==> src/rtl/hdmi.sv <==
// HDMI/DVI video transmitter core: raster counters, sync generation,
// HDMI video preamble / guard-band framing and per-channel TMDS 8b/10b
// encoding. Output symbols lag the cx/cy position by two clock cycles.

// One TMDS lane: transition-minimised 8b/10b encoder with running disparity.
module hdmi_tmds_chan #(
  parameter logic [9:0] GUARD_SYM = 10'b1011001100
) (
  input  logic       clk,
  input  logic       reset,
  input  logic       video,
  input  logic       guard,
  input  logic [1:0] ctl,
  input  logic [7:0] d,
  output logic [9:0] sym
);
  logic [3:0]        n1d, n1q;
  logic              use_xnor;
  logic [8:0]        qm;
  logic signed [5:0] cnt, cnt_n, bal, two_q8, two_nq8;
  logic [9:0]        enc_sym, ctl_sym;

  // Stage A: minimise transitions (XOR or XNOR chain)
  always_comb begin
    n1d = '0;
    for (int i = 0; i < 8; i++) n1d = n1d + {3'b000, d[i]};
    use_xnor = (n1d > 4'd4) || ((n1d == 4'd4) && !d[0]);
    qm = '0;
    qm[0] = d[0];
    for (int i = 1; i < 8; i++) qm[i] = use_xnor ? ~(qm[i-1] ^ d[i]) : (qm[i-1] ^ d[i]);
    qm[8] = ~use_xnor;
  end

  // Stage B: DC balance against the running disparity, pick output polarity
  always_comb begin
    n1q = '0;
    for (int i = 0; i < 8; i++) n1q = n1q + {3'b000, qm[i]};
    bal     = $signed({1'b0, n1q, 1'b0}) - 6'sd8;   // ones minus zeros
    two_q8  = qm[8] ? 6'sd2 : 6'sd0;
    two_nq8 = qm[8] ? 6'sd0 : 6'sd2;
    enc_sym = {1'b0, qm[8], qm[7:0]};
    cnt_n   = cnt;
    if ((cnt == 6'sd0) || (bal == 6'sd0)) begin
      enc_sym = {~qm[8], qm[8], qm[8] ? qm[7:0] : ~qm[7:0]};
      cnt_n   = qm[8] ? (cnt + bal) : (cnt - bal);
    end else if (((cnt > 6'sd0) && (bal > 6'sd0)) || ((cnt < 6'sd0) && (bal < 6'sd0))) begin
      enc_sym = {1'b1, qm[8], ~qm[7:0]};
      cnt_n   = cnt + two_q8 - bal;
    end else begin
      enc_sym = {1'b0, qm[8], qm[7:0]};
      cnt_n   = cnt - two_nq8 + bal;
    end
  end

  // Control period symbol table
  always_comb begin
    case (ctl)
      2'b00:   ctl_sym = 10'b1101010100;
      2'b01:   ctl_sym = 10'b0010101011;
      2'b10:   ctl_sym = 10'b0101010100;
      default: ctl_sym = 10'b1010101011;
    endcase
  end

  // Output register; disparity restarts at zero outside the video period
  always_ff @(posedge clk) begin
    if (reset) begin
      sym <= 10'b1101010100;
      cnt <= '0;
    end else if (video) begin
      sym <= enc_sym;
      cnt <= cnt_n;
    end else begin
      sym <= guard ? GUARD_SYM : ctl_sym;
      cnt <= '0;
    end
  end
endmodule

module hdmi #(
  parameter int  VIDEO_ID_CODE      = 1,
  parameter bit  DVI_OUTPUT         = 1'b0,
  parameter real VIDEO_REFRESH_RATE = 59.94,
  parameter int  IT_CONTENT         = 1,
  parameter int  AUDIO_RATE         = 44100,
  parameter int  AUDIO_BIT_WIDTH    = 16,
  parameter int  START_X            = 0,
  parameter int  START_Y            = 0
) (
  input  logic                            clk_pixel_x5,
  input  logic                            clk_pixel,
  input  logic                            clk_audio,
  input  logic                            reset,
  input  logic [23:0]                     rgb,
  input  logic [1:0][AUDIO_BIT_WIDTH-1:0] audio_sample_word,
  output logic [2:0][9:0]                 tmds,
  output logic [9:0]                      tmds_clock,
  output logic [10:0]                     cx,
  output logic [9:0]                      cy,
  output logic [10:0]                     frame_width,
  output logic [9:0]                      frame_height
);
  localparam bit V720 = (VIDEO_ID_CODE == 4);
  localparam int FW   = V720 ? 1650 : 800;
  localparam int FH   = V720 ? 750  : 525;
  localparam int AW   = V720 ? 1280 : 640;
  localparam int AH   = V720 ? 720  : 480;
  localparam int HFP  = V720 ? 110  : 16;
  localparam int HSW  = V720 ? 40   : 96;
  localparam int VFP  = V720 ? 5    : 10;
  localparam int VSW  = V720 ? 5    : 2;
  localparam bit SYNC_POS = V720;

  // Audio, serial clock and metadata parameters are carried for interface
  // compatibility only; fold them here so they are visibly consumed.
  localparam int unused_params = IT_CONTENT + AUDIO_RATE + $rtoi(VIDEO_REFRESH_RATE);
  logic unused_inputs;
  assign unused_inputs = ^{clk_pixel_x5, clk_audio, audio_sample_word};

  assign frame_width  = 11'(FW);
  assign frame_height = 10'(FH);
  assign tmds_clock   = 10'b0000011111;

  // Raster position counters
  always_ff @(posedge clk_pixel) begin
    if (reset) begin
      cx <= 11'(START_X);
      cy <= 10'(START_Y);
    end else if (cx == 11'(FW - 1)) begin
      cx <= '0;
      cy <= (cy == 10'(FH - 1)) ? '0 : cy + 10'd1;
    end else begin
      cx <= cx + 11'd1;
    end
  end

  logic video_s0, h_win, v_win, hsync_s0, vsync_s0, next_act, pre_s0, guard_s0;

  // Region decode for the current position
  always_comb begin
    video_s0 = (cx < 11'(AW)) && (cy < 10'(AH));
    h_win    = (cx >= 11'(AW + HFP)) && (cx < 11'(AW + HFP + HSW));
    v_win    = (cy >= 10'(AH + VFP)) && (cy < 10'(AH + VFP + VSW));
    hsync_s0 = SYNC_POS ? h_win : ~h_win;
    vsync_s0 = SYNC_POS ? v_win : ~v_win;
    // the line after this one carries pixels (last line wraps to line 0)
    next_act = (cy == 10'(FH - 1)) || (cy < 10'(AH - 1));
    pre_s0   = !DVI_OUTPUT && next_act && (cx >= 11'(FW - 10)) && (cx <= 11'(FW - 3));
    guard_s0 = !DVI_OUTPUT && next_act && (cx >= 11'(FW - 2));
  end

  logic            s1_video, s1_guard;
  logic [2:0][1:0] s1_ctl;
  logic [23:0]     s1_rgb;

  // First pipeline stage: capture pixel and framing together
  always_ff @(posedge clk_pixel) begin
    if (reset) begin
      s1_video <= 1'b0;
      s1_guard <= 1'b0;
      s1_ctl   <= '0;
      s1_rgb   <= '0;
    end else begin
      s1_video  <= video_s0;
      s1_guard  <= guard_s0;
      s1_ctl[0] <= {vsync_s0, hsync_s0};
      s1_ctl[1] <= {1'b0, pre_s0};
      s1_ctl[2] <= 2'b00;
      s1_rgb    <= rgb;
    end
  end

  // Second pipeline stage: one encoder per lane (B, G, R)
  for (genvar g = 0; g < 3; g++) begin : g_chan
    hdmi_tmds_chan #(
      .GUARD_SYM((g == 1) ? 10'b0100110011 : 10'b1011001100)
    ) u_chan (
      .clk   (clk_pixel),
      .reset (reset),
      .video (s1_video),
      .guard (s1_guard),
      .ctl   (s1_ctl[g]),
      .d     (s1_rgb[g*8 +: 8]),
      .sym   (tmds[g])
    );
  end
endmodule

==> config.mk <==
export PLATFORM = sky130hd
export DESIGN_NAME = hdmi
export DESIGN_NICKNAME = d
export VERILOG_FILES = /design/src/rtl/hdmi.sv
export SDC_FILE = /design/constraint.sdc
export NUM_CORES = 1
export LEC_CHECK = 0
export BUFFER_PORTS_ARGS = -buffer_cell sky130_fd_sc_hd__buf_2
export CAP_MARGIN = 5
export CORE_ASPECT_RATIO = 0.7
export CORE_MARGIN = 8
export CORE_UTILIZATION = 38
export CTS_BUF_LIST = sky130_fd_sc_hd__clkbuf_4 sky130_fd_sc_hd__clkbuf_8
export CTS_CLUSTER_SIZE = 12
export DETAILED_ROUTE_END_ITERATION = 12
export PLACE_DENSITY_LB_ADDON = 0.15
export SYNTH_ARGS = -nofsm -noshare
export SYNTH_HDL_FRONTEND = slang
export SYNTH_HIERARCHICAL = 1
export SYNTH_SLANG_ARGS = --single-unit
==> constraint.sdc <==
create_clock -name clk_pixel -period 13.4 [get_ports clk_pixel]
set_input_delay 0.67 -clock clk_pixel [delete_from_list [all_inputs] [get_ports clk_pixel]]
set_output_delay 0.67 -clock clk_pixel [all_outputs]
set_load 0.02 [all_outputs]
Yosys cells after proc, flatten, opt, wreduce, memory -nomap -nowiden:

Cells that the tools add are included.

* register bits after elaboration: 101
* bits in latches: 0
* bits in writable memories: 0
* bits in read-only memories: 0
* input port bits: 60
* output and inout bits: 82
* word-level logic and storage cells: 261
* memories kept: 0

* add/subtract/negate cells: 65
* multipliers: 0
* div/mod/pow operators: 0
* magnitude comparators: 25
* equality and inequality tests: 11
* shift-type cells: 0
* multiplexer cells: 55
* bitwise operators: 51
* reduce and logical (&&, ||, !) cells: 39

Operators with widths (number)
* 4-bit by 1-bit adder with 4-bit output: 36
* 10-bit 2-to-1 mux: 13
* 10-bit case mux with 3 select lines: 3
* 6-bit adder: 9
* 6-bit 2-to-1 mux: 9
* 6-bit subtractor: 9
* 6-bit by 1-bit > comparator with 1-bit output (second input constant): 6
* 6-bit zero test: 6
* 6-bit by 1-bit less-than comparator with 1-bit output (second input constant): 6
* 11-bit by 10-bit >= comparator with 1-bit output (second input constant): 3
* 10-bit by 9-bit less-than comparator with 1-bit output (second input constant): 3
* 1-bit inverter: 27
* 8-bit 2-to-1 mux: 3
* 8-bit inverter: 3
* 11-bit by 10-bit less-than comparator with 1-bit output (second input constant): 2
* 1-bit 2-to-1 mux: 21
* 1-bit XOR: 21
* 5-bit by 4-bit subtractor with 6-bit output (second input constant): 3
* 1-bit logical AND: 15
* 1-bit by 1-bit adder with 2-bit output: 6
* 4-bit by 3-bit equality test with 1-bit output (second input constant): 3
* 4-bit by 3-bit > comparator with 1-bit output (second input constant): 3
* 2-bit 2-to-1 mux: 6
* 11-bit by 1-bit adder with 11-bit output (second input constant): 1
* other kinds (11): 29

Longest topological paths before layout:

Gate-level depths: netlist (run 1).

* word-level depth: 37
* depth in mapped cells: 31
* mapped depth without buffers: 29

Modules after synthesis:

Netlist (run 1), hierarchy kept.

By module, submodules not included
* hdmi: times used 1, cells each 238, area each 2173.3 µm²
* hdmi_tmds_chan at g_chan[2].u_chan: times used 1, cells each 228, area each 2045.7 µm²
* hdmi_tmds_chan at g_chan[0].u_chan: times used 1, cells each 224, area each 2000.7 µm²
* hdmi_tmds_chan at g_chan[1].u_chan: times used 1, cells each 218, area each 1953.1 µm²

Worst setup path after synthesis (run 1):

No wires, ideal clock.

* path kind: reg2reg
* start point: register s1_rgb[0]
* end point: register g_chan[0].u_chan.cnt[5]
* setup time: 0.120 ns
* data arrival time: 7.752 ns
* path slack: 5.528 ns
* cell stages (with the launch flop): 28
* path buffers: 1
* cell sequence: dfxtp_1 > inv_1 > fa_1 > fa_1 > fa_1 > inv_1 > ha_1 > fa_1 > nor3b_1 > o22ai_1 > a21o_1 > buf_1 > xnor2_1 > fa_1 > inv_1 > fa_1 > fa_1 > ha_1 > inv_1 > fa_1 > ha_1 > fa_1 > inv_1 > a21oi_1 > maj3_1 > o211ai_1 > a22oi_1 > a211o_1

* cells in the longest elaborated chain, start to end: 36
* elaborated cells on any way between the ends: 59
* those cells by class: 21 x add/sub; 3 x order compare; 1 x eq/ne; 12 x mux; 14 x bitwise; 8 x reduce/logical

RTL lines
* start, declared: line 154 `logic [23:0] s1_rgb;`
* start signal, assigned: line 169 `s1_rgb <= rgb;`
* branches (longest 35 deep; another with 4-bit by 1-bit adder with 4-bit output)
* 6-bit 2-to-1 mux *: line 43 `if ((cnt == 6'sd0) || (bal == 6'sd0)) begin`
* end signal, assigned: line 72 `cnt <= cnt_n;`
* end, declared: line 20 `logic signed [5:0] cnt, cnt_n, bal, two_q8, two_nq8;`

Mark *: on every way between the ends.
A chain may end at the register's enable or synchronous reset.

Final worst setup path (run 1):

Same ends and word-level chain as after synthesis.

==> results of run 1 <==
layout by cell type, fill, tap and decap left out, drive strengths merged, types with 29 or more instances in the layout:
cell	n
inv	134
dfxtp	95
ha	91
xnor2	81
buf	80
nor2	56
a21oi	51
conb	40
fa	39
nand2	37
o21ai	30
nor2b	29
logic make-up (layout without fill, tap and decap cells):
family | Yosys count | after routing
xor gates and xnor gates | 111 | 111
adders and majority gates | 132 | 132
AOI/OAI and AO/OA | 165 | 165
and+or+nand+nor | 207 | 207
muxes | 7 | 7
DFF | 95 | 95
buffers and inverters | 189 | 229
other | 2 | 40
routing by layer:
metal  up-vias  share of wire  track usage
met5         -              0            0
met4         0         0.0066       0.0279
met3         9          0.045       0.0281
met2        85           0.39        0.188
met1      2641           0.56        0.214
li1       3072              -            -
Yosys cell counts, types with 15 or more instances:
master and count:
buf_4 34, nand2_1 34, a21oi_1 48, o21ai_1 16
xnor2_1 70, nor2_1 55, inv_1 128, dfxtp_1 95
ha_1 91, fa_1 39, xor2_1 25, clkbuf_1 15
nor2b_1 29, a21o_1 22
area by class of cell:
class / instances / share of cell area
Timing Repair Buffer: 80 / 0.0461
Clock inverter: 5 / 0.00464
Sequential cell: 95 / 0.214
Multi-Input combinational cell: 662 / 0.622
Inverter: 133 / 0.0576
Tap cell: 282 / 0.0396
Clock buffer: 11 / 0.0163
registers in the layout (all words and copies together) (netlist names):
signal / flops
g_chan.u_chan/cnt: 15
cx: 11
cy: 10
s1_guard: 1
g_chan.u_chan/sym: 30
s1_video: 1
s1_rgb: 24
s1_ctl: 3
worst reg2reg max path, delay by kind of cell, from the launching register on:
kind | cells | cell delay (ns)
compound gates | 6 | 1.56
buf+inv | 5 | 0.37
flops | 1 | 0.45
fa+ha+maj | 13 | 5.03
xor+xnor | 2 | 0.72
simple gates | 2 | 0.52
through the flow:
stage               instance area, um^2  utilization  setup WS [ns]  std cells  hold WS, ns
finish                             8910        0.416           4.67       1268        0.485
global route                       8910        0.416           4.22       1268        0.463
CTS                                8910        0.416           4.70       1268        0.447
detailed placement                 8720        0.408           4.72       1252        0.512
global placement                   8720        0.408           4.81       1252        0.504
floorplan                          8320            -           5.53        946        0.554
path summary, 6_finish.rpt:
| kind | start | to | slack, ns | cells after the start |
|---|---|---|---|---|
| worst max-delay path | s1_rgb[0] | g_chan[0].u_chan/cnt[5] | 4.67 | 28 |
| worst max register to register | s1_rgb[0] | g_chan[0].u_chan/cnt[5] | 4.67 | 28 |
| worst min register to register | cx[0] | cx[0] | 0.54 | 1 |
| worst min-delay path | rgb[9] | s1_rgb[9] | 0.48 | 2 |
==> metrics.yaml, run 1 <==
drc: 0
drt_iter0_markers: 220
yosys_warnings: 6
worst_pin_slew_ns: 0.680
fmax_mhz: 115
rows: 45
cp_num_buf_inv: 5
synth.avg_cell_area_um2: 9.00
fillers: 2230
cpPeakStageDelay_ns: 0.57
critPathArrivalTime_ns: 9.00
synthMuxAreaShare: 0.00888
required_ns: 13.67
ctsLongestPathBuffers: 2
ys.flop_type: "dfxtp_1"
rsz0062_at_grt: "no"
status: "completed"
track_usage: 0.137
synthAdderAreaFrac: 0.237
clock_sinks: 95
dr.pass1.iters: 4
finalHoldViolCount: 0
clock_skew_ns: 0.0204
grt_pass1_vias: 5688
slew_headroom: 0.547
async_reset_ff_frac: 0
htree_levels: 3
synthSimpleGateAreaFrac: 0.137
syn2layout_area_growth_pct: 8.99
yosys.area.top_type: "dfxtp_1"
ios: 142
period_share: 0.652
maxCapViolCount: 0
routed_wl_um: 17800
slew_violations: 0
crit_path_end_kind: "flip-flop"
setup_viol_count_final: 0
ctsHoldBuffers: 0
min_path_type: "in2reg"
dp_hpwl_um: 14500
syn_inst: 908
synth.yosys.seq_area_share: 0.233
synth_cell_types: 81
start_kind: "flip-flop"
synthesis.area_mm2: 0.00817
antenna_found_initial: 0
seqCellArea_mm2: 0.00190
synth_top_area_share: 0.233
clock_latency_ns: 0.39
synth_compound_area_frac: 0.134
path_delay_family: "adder cells"
grt_max_degree: 68
n_antenna_cell: 0
synth_area_leaders: "dfxtp_1, ha_1, fa_1"
die_area_mm2: 0.0265
vias_per_cell: 4.58
cts.clk_slew.worst_paths_ns: 0.10
post-cts-setup-buffer-count: 0
finalCriticalPeriod_ns: 8.73
synth-xor-area-share: 0.142
path_common_cell: "fa_1"
ys_ff_latch: 95
cts_buffers: 9
io_buffers: 76
synth_top_family_by_area: "adder cells"
final_layout_size_suffix_gt1_frac: 0.142
core_area_mm2: 0.0214
place.gp.congestion: 0.791
vias: 5807
multi_input_area_mm2: 0.00554
cts_tree: "built"
cts_resized: 0
die_h_um: 139
chipWidth_um: 191
path_class: "reg2reg"
clockRootBuffer: "clkbuf_8"
tns_ns: 0
cpMaxStageDelayCell: "fa_1"
start_util: 0.382
grt_first_pass_wirelength_um: 29600
ant_nets: 0
wire_per_inst_um: 14.0
synth_edf_count: 0
fin_nets: 1171
grt-ovfl-total: 0
critPathMaxFanout: 13
Power of run 1 is left out: the tool's default activity adds up to more than one toggle a clock period on the data nets, which glitch-free logic cannot reach.
==> run 2: changes to the inputs <==
clock period = 7.04 ns   (was 13.4 ns; I/O delays follow)
==> run 2 against run 1 <==
Largest cell class unchanged. Critical path depth grew 2. Critical path type unchanged. Final cell count is 8.8% higher. Hold slack lost 0.34 ns. Setup slack worse by 5.0 ns. Die area unchanged. Non-clock buffer count up 111. The flow now finishes with violations (negative setup slack). Utilization is 8.3 points higher.
==> metrics.yaml, run 2 (synthesis results as in run 1) <==
dp_hpwl_um: 15400  # was 14500 um
fin_area_mm2: 0.0107  # was 0.00891 mm^2
placed_area_mm2: 0.00956  # was 0.00872 mm^2
tns_ns: -5.82  # was 0 ns
fin_nets: 1282  # was 1171
vias: 6299  # was 5807
required_ns: 7.34  # was 13.67 ns
start_util: 0.382  # unchanged
final_common_cell: "inv_1"  # unchanged
place.gp.congestion: 0.797  # was 0.791
clockRootBuffer: "clkbuf_8"  # unchanged
min_path_type: "in2reg"  # unchanged
cts_tree: "built"  # unchanged
clock_latency_ns: 0.41  # was 0.39 ns
clock_skew_ns: 0.0244  # was 0.0204 ns
drc: 0  # unchanged
status: "complete, but fails checks"  # was completed
wire_per_inst_um: 14.3  # was 14.0 um
rows: 45  # unchanged
grt_first_pass_wirelength_um: 31800  # was 29600 um
routed_wl_um: 19700  # was 17800 um
slew_violations: 0  # unchanged
utilization: 0.499  # was 0.416
critPathArrivalTime_ns: 7.72  # was 9.00 ns
path_common_cell: "fa_1"  # unchanged
cpMaxStageDelayCell: "fa_1"  # unchanged
slew_headroom: 0.513  # was 0.547
track_usage: 0.148  # was 0.137
ctsLongestPathBuffers: 2  # unchanged
htree_levels: 3  # unchanged
largest_register_ffs: 30  # unchanged
start_kind: "flip-flop"  # unchanged
critPathMaxFanout: 4  # was 13
drt_iter0_markers: 332  # was 220
clock_sinks: 95  # unchanged
vias_per_cell: 4.57  # was 4.58
grt_max_degree: 68  # unchanged
path_class: "reg2reg"  # unchanged
cts.clk_slew.worst_paths_ns: 0.12  # was 0.10 ns
fmax_mhz: 135  # was 115 MHz
dr.pass1.iters: 4  # unchanged
ios: 142  # unchanged
die_h_um: 139  # unchanged
chipWidth_um: 191  # unchanged
setup_ws_ns: -0.381  # was 4.67 ns
reg.largest.list: "g_chan.u_chan/sym x30, s1_rgb x24, g_chan.u_chan/cnt x15"  # unchanged
syn2layout_area_growth_pct: 30.7  # was 8.99%
finalHoldViolCount: 0  # unchanged
failed_checks: "negative setup slack"
io_buffers: 76  # unchanged
period_share: 1.05  # was 0.652
ant_nets: 0  # unchanged
grt-ovfl-total: 0  # unchanged
worst_pin_slew_ns: 0.731  # was 0.680 ns
core_area_mm2: 0.0214  # unchanged
final_layout_size_suffix_gt1_frac: 0.354  # was 0.142
cpPeakStageDelay_ns: 0.55  # was 0.57 ns
setup_viol_count_final: 27  # was 0
layout_common_cells: "inv_1, buf_4, dfxtp_1, buf_2, ha_1"  # was inv_1, dfxtp_1, ha_1, buf_2, xnor2_1
antenna_found_initial: 0  # unchanged
grt_pass1_vias: 6060  # was 5688
n_antenna_cell: 0  # unchanged
crit_path_end_kind: "flip-flop"  # unchanged
die_area_mm2: 0.0265  # unchanged
largest_register: "g_chan.u_chan/sym"  # unchanged
rsz0062_at_grt: "yes"  # was no
maxCapViolCount: 0  # unchanged
finalCriticalPeriod_ns: 7.42  # was 8.73 ns
cts_buffers: 9  # unchanged
## run 2: cell count changes in the layout (fill, tap and decap cells not counted), moves of 9 or more
cell,change
fa_1,-11
buf_6,+18
ha_4,+23
dfxtp_2,+9
ha_1,-29
buf_4,+93
a21oi_2,+13
inv_2,+17
a21oi_1,-17
xnor2_2,+9
dfxtp_1,-9
xnor2_1,-16
fa_2,+11
inv_1,-22
## run 2: cell type report
| type | count | area [um^2] |
|---|---|---|
| fillers | 2003 | 10700 |
| multi-input cells | 662 | 6380 |
| flip-flops and latches | 95 | 1910 |
| repair buffers | 191 | 1310 |
| inverters | 133 | 528 |
| well taps | 282 | 353 |
| clock buffers | 10 | 131 |
| clock inverters | 6 | 62.6 |
## run 2: critical path, delay by kind of cell, from the launching register on
kind / cells / cell delay, ns
adder cells (fa/ha/maj): 12 / 4.48
AO/OA/AOI/OAI: 4 / 0.73
XOR/XNOR: 4 / 0.65
buffers and inverters: 8 / 0.57
AND/OR/NAND/NOR: 2 / 0.55
flip-flops: 1 / 0.35
## run 2: path summary, 6_finish.rpt
path,start,to,slack [ns],cells after the start
worst max-delay path,s1_rgb[19],g_chan[2].u_chan/sym[3],-0.38,30
worst min-delay path,rgb[2],s1_rgb[2],0.15,2
worst max register to register,s1_rgb[19],g_chan[2].u_chan/sym[3],-0.38,30
worst min register to register,cx[0],cx[0],0.54,1
## run 2: layer usage
layer,wire length [um],vias to the layer above,track usage
met5,0,-,0
met4,129,0,0.0255
met3,675,11,0.0322
met2,7930,96,0.205
met1,10900,2903,0.228
li1,-,3289,-
## run 2: metrics by stage
step | setup slack (ns) | cells | hold WS (ns)
after floorplan | -0.304 | 946 | 0.446
after global placement | -0.432 | 1333 | 0.511
after detailed placement | -0.541 | 1333 | 0.519
after CTS | -0.430 | 1368 | 0.122
after global routing | -0.622 | 1379 | 0.131
final | -0.381 | 1379 | 0.148
## run 2: timing repair
item                                    in CTS  in global routing
setup buffers                               20                 13
pin swaps                                   49                 68
hold buffers                                 0                  0
endpoints found under the setup margin      33                 42
gates resized for setup                     72                 72
Power of run 2 is left out for the same reason.
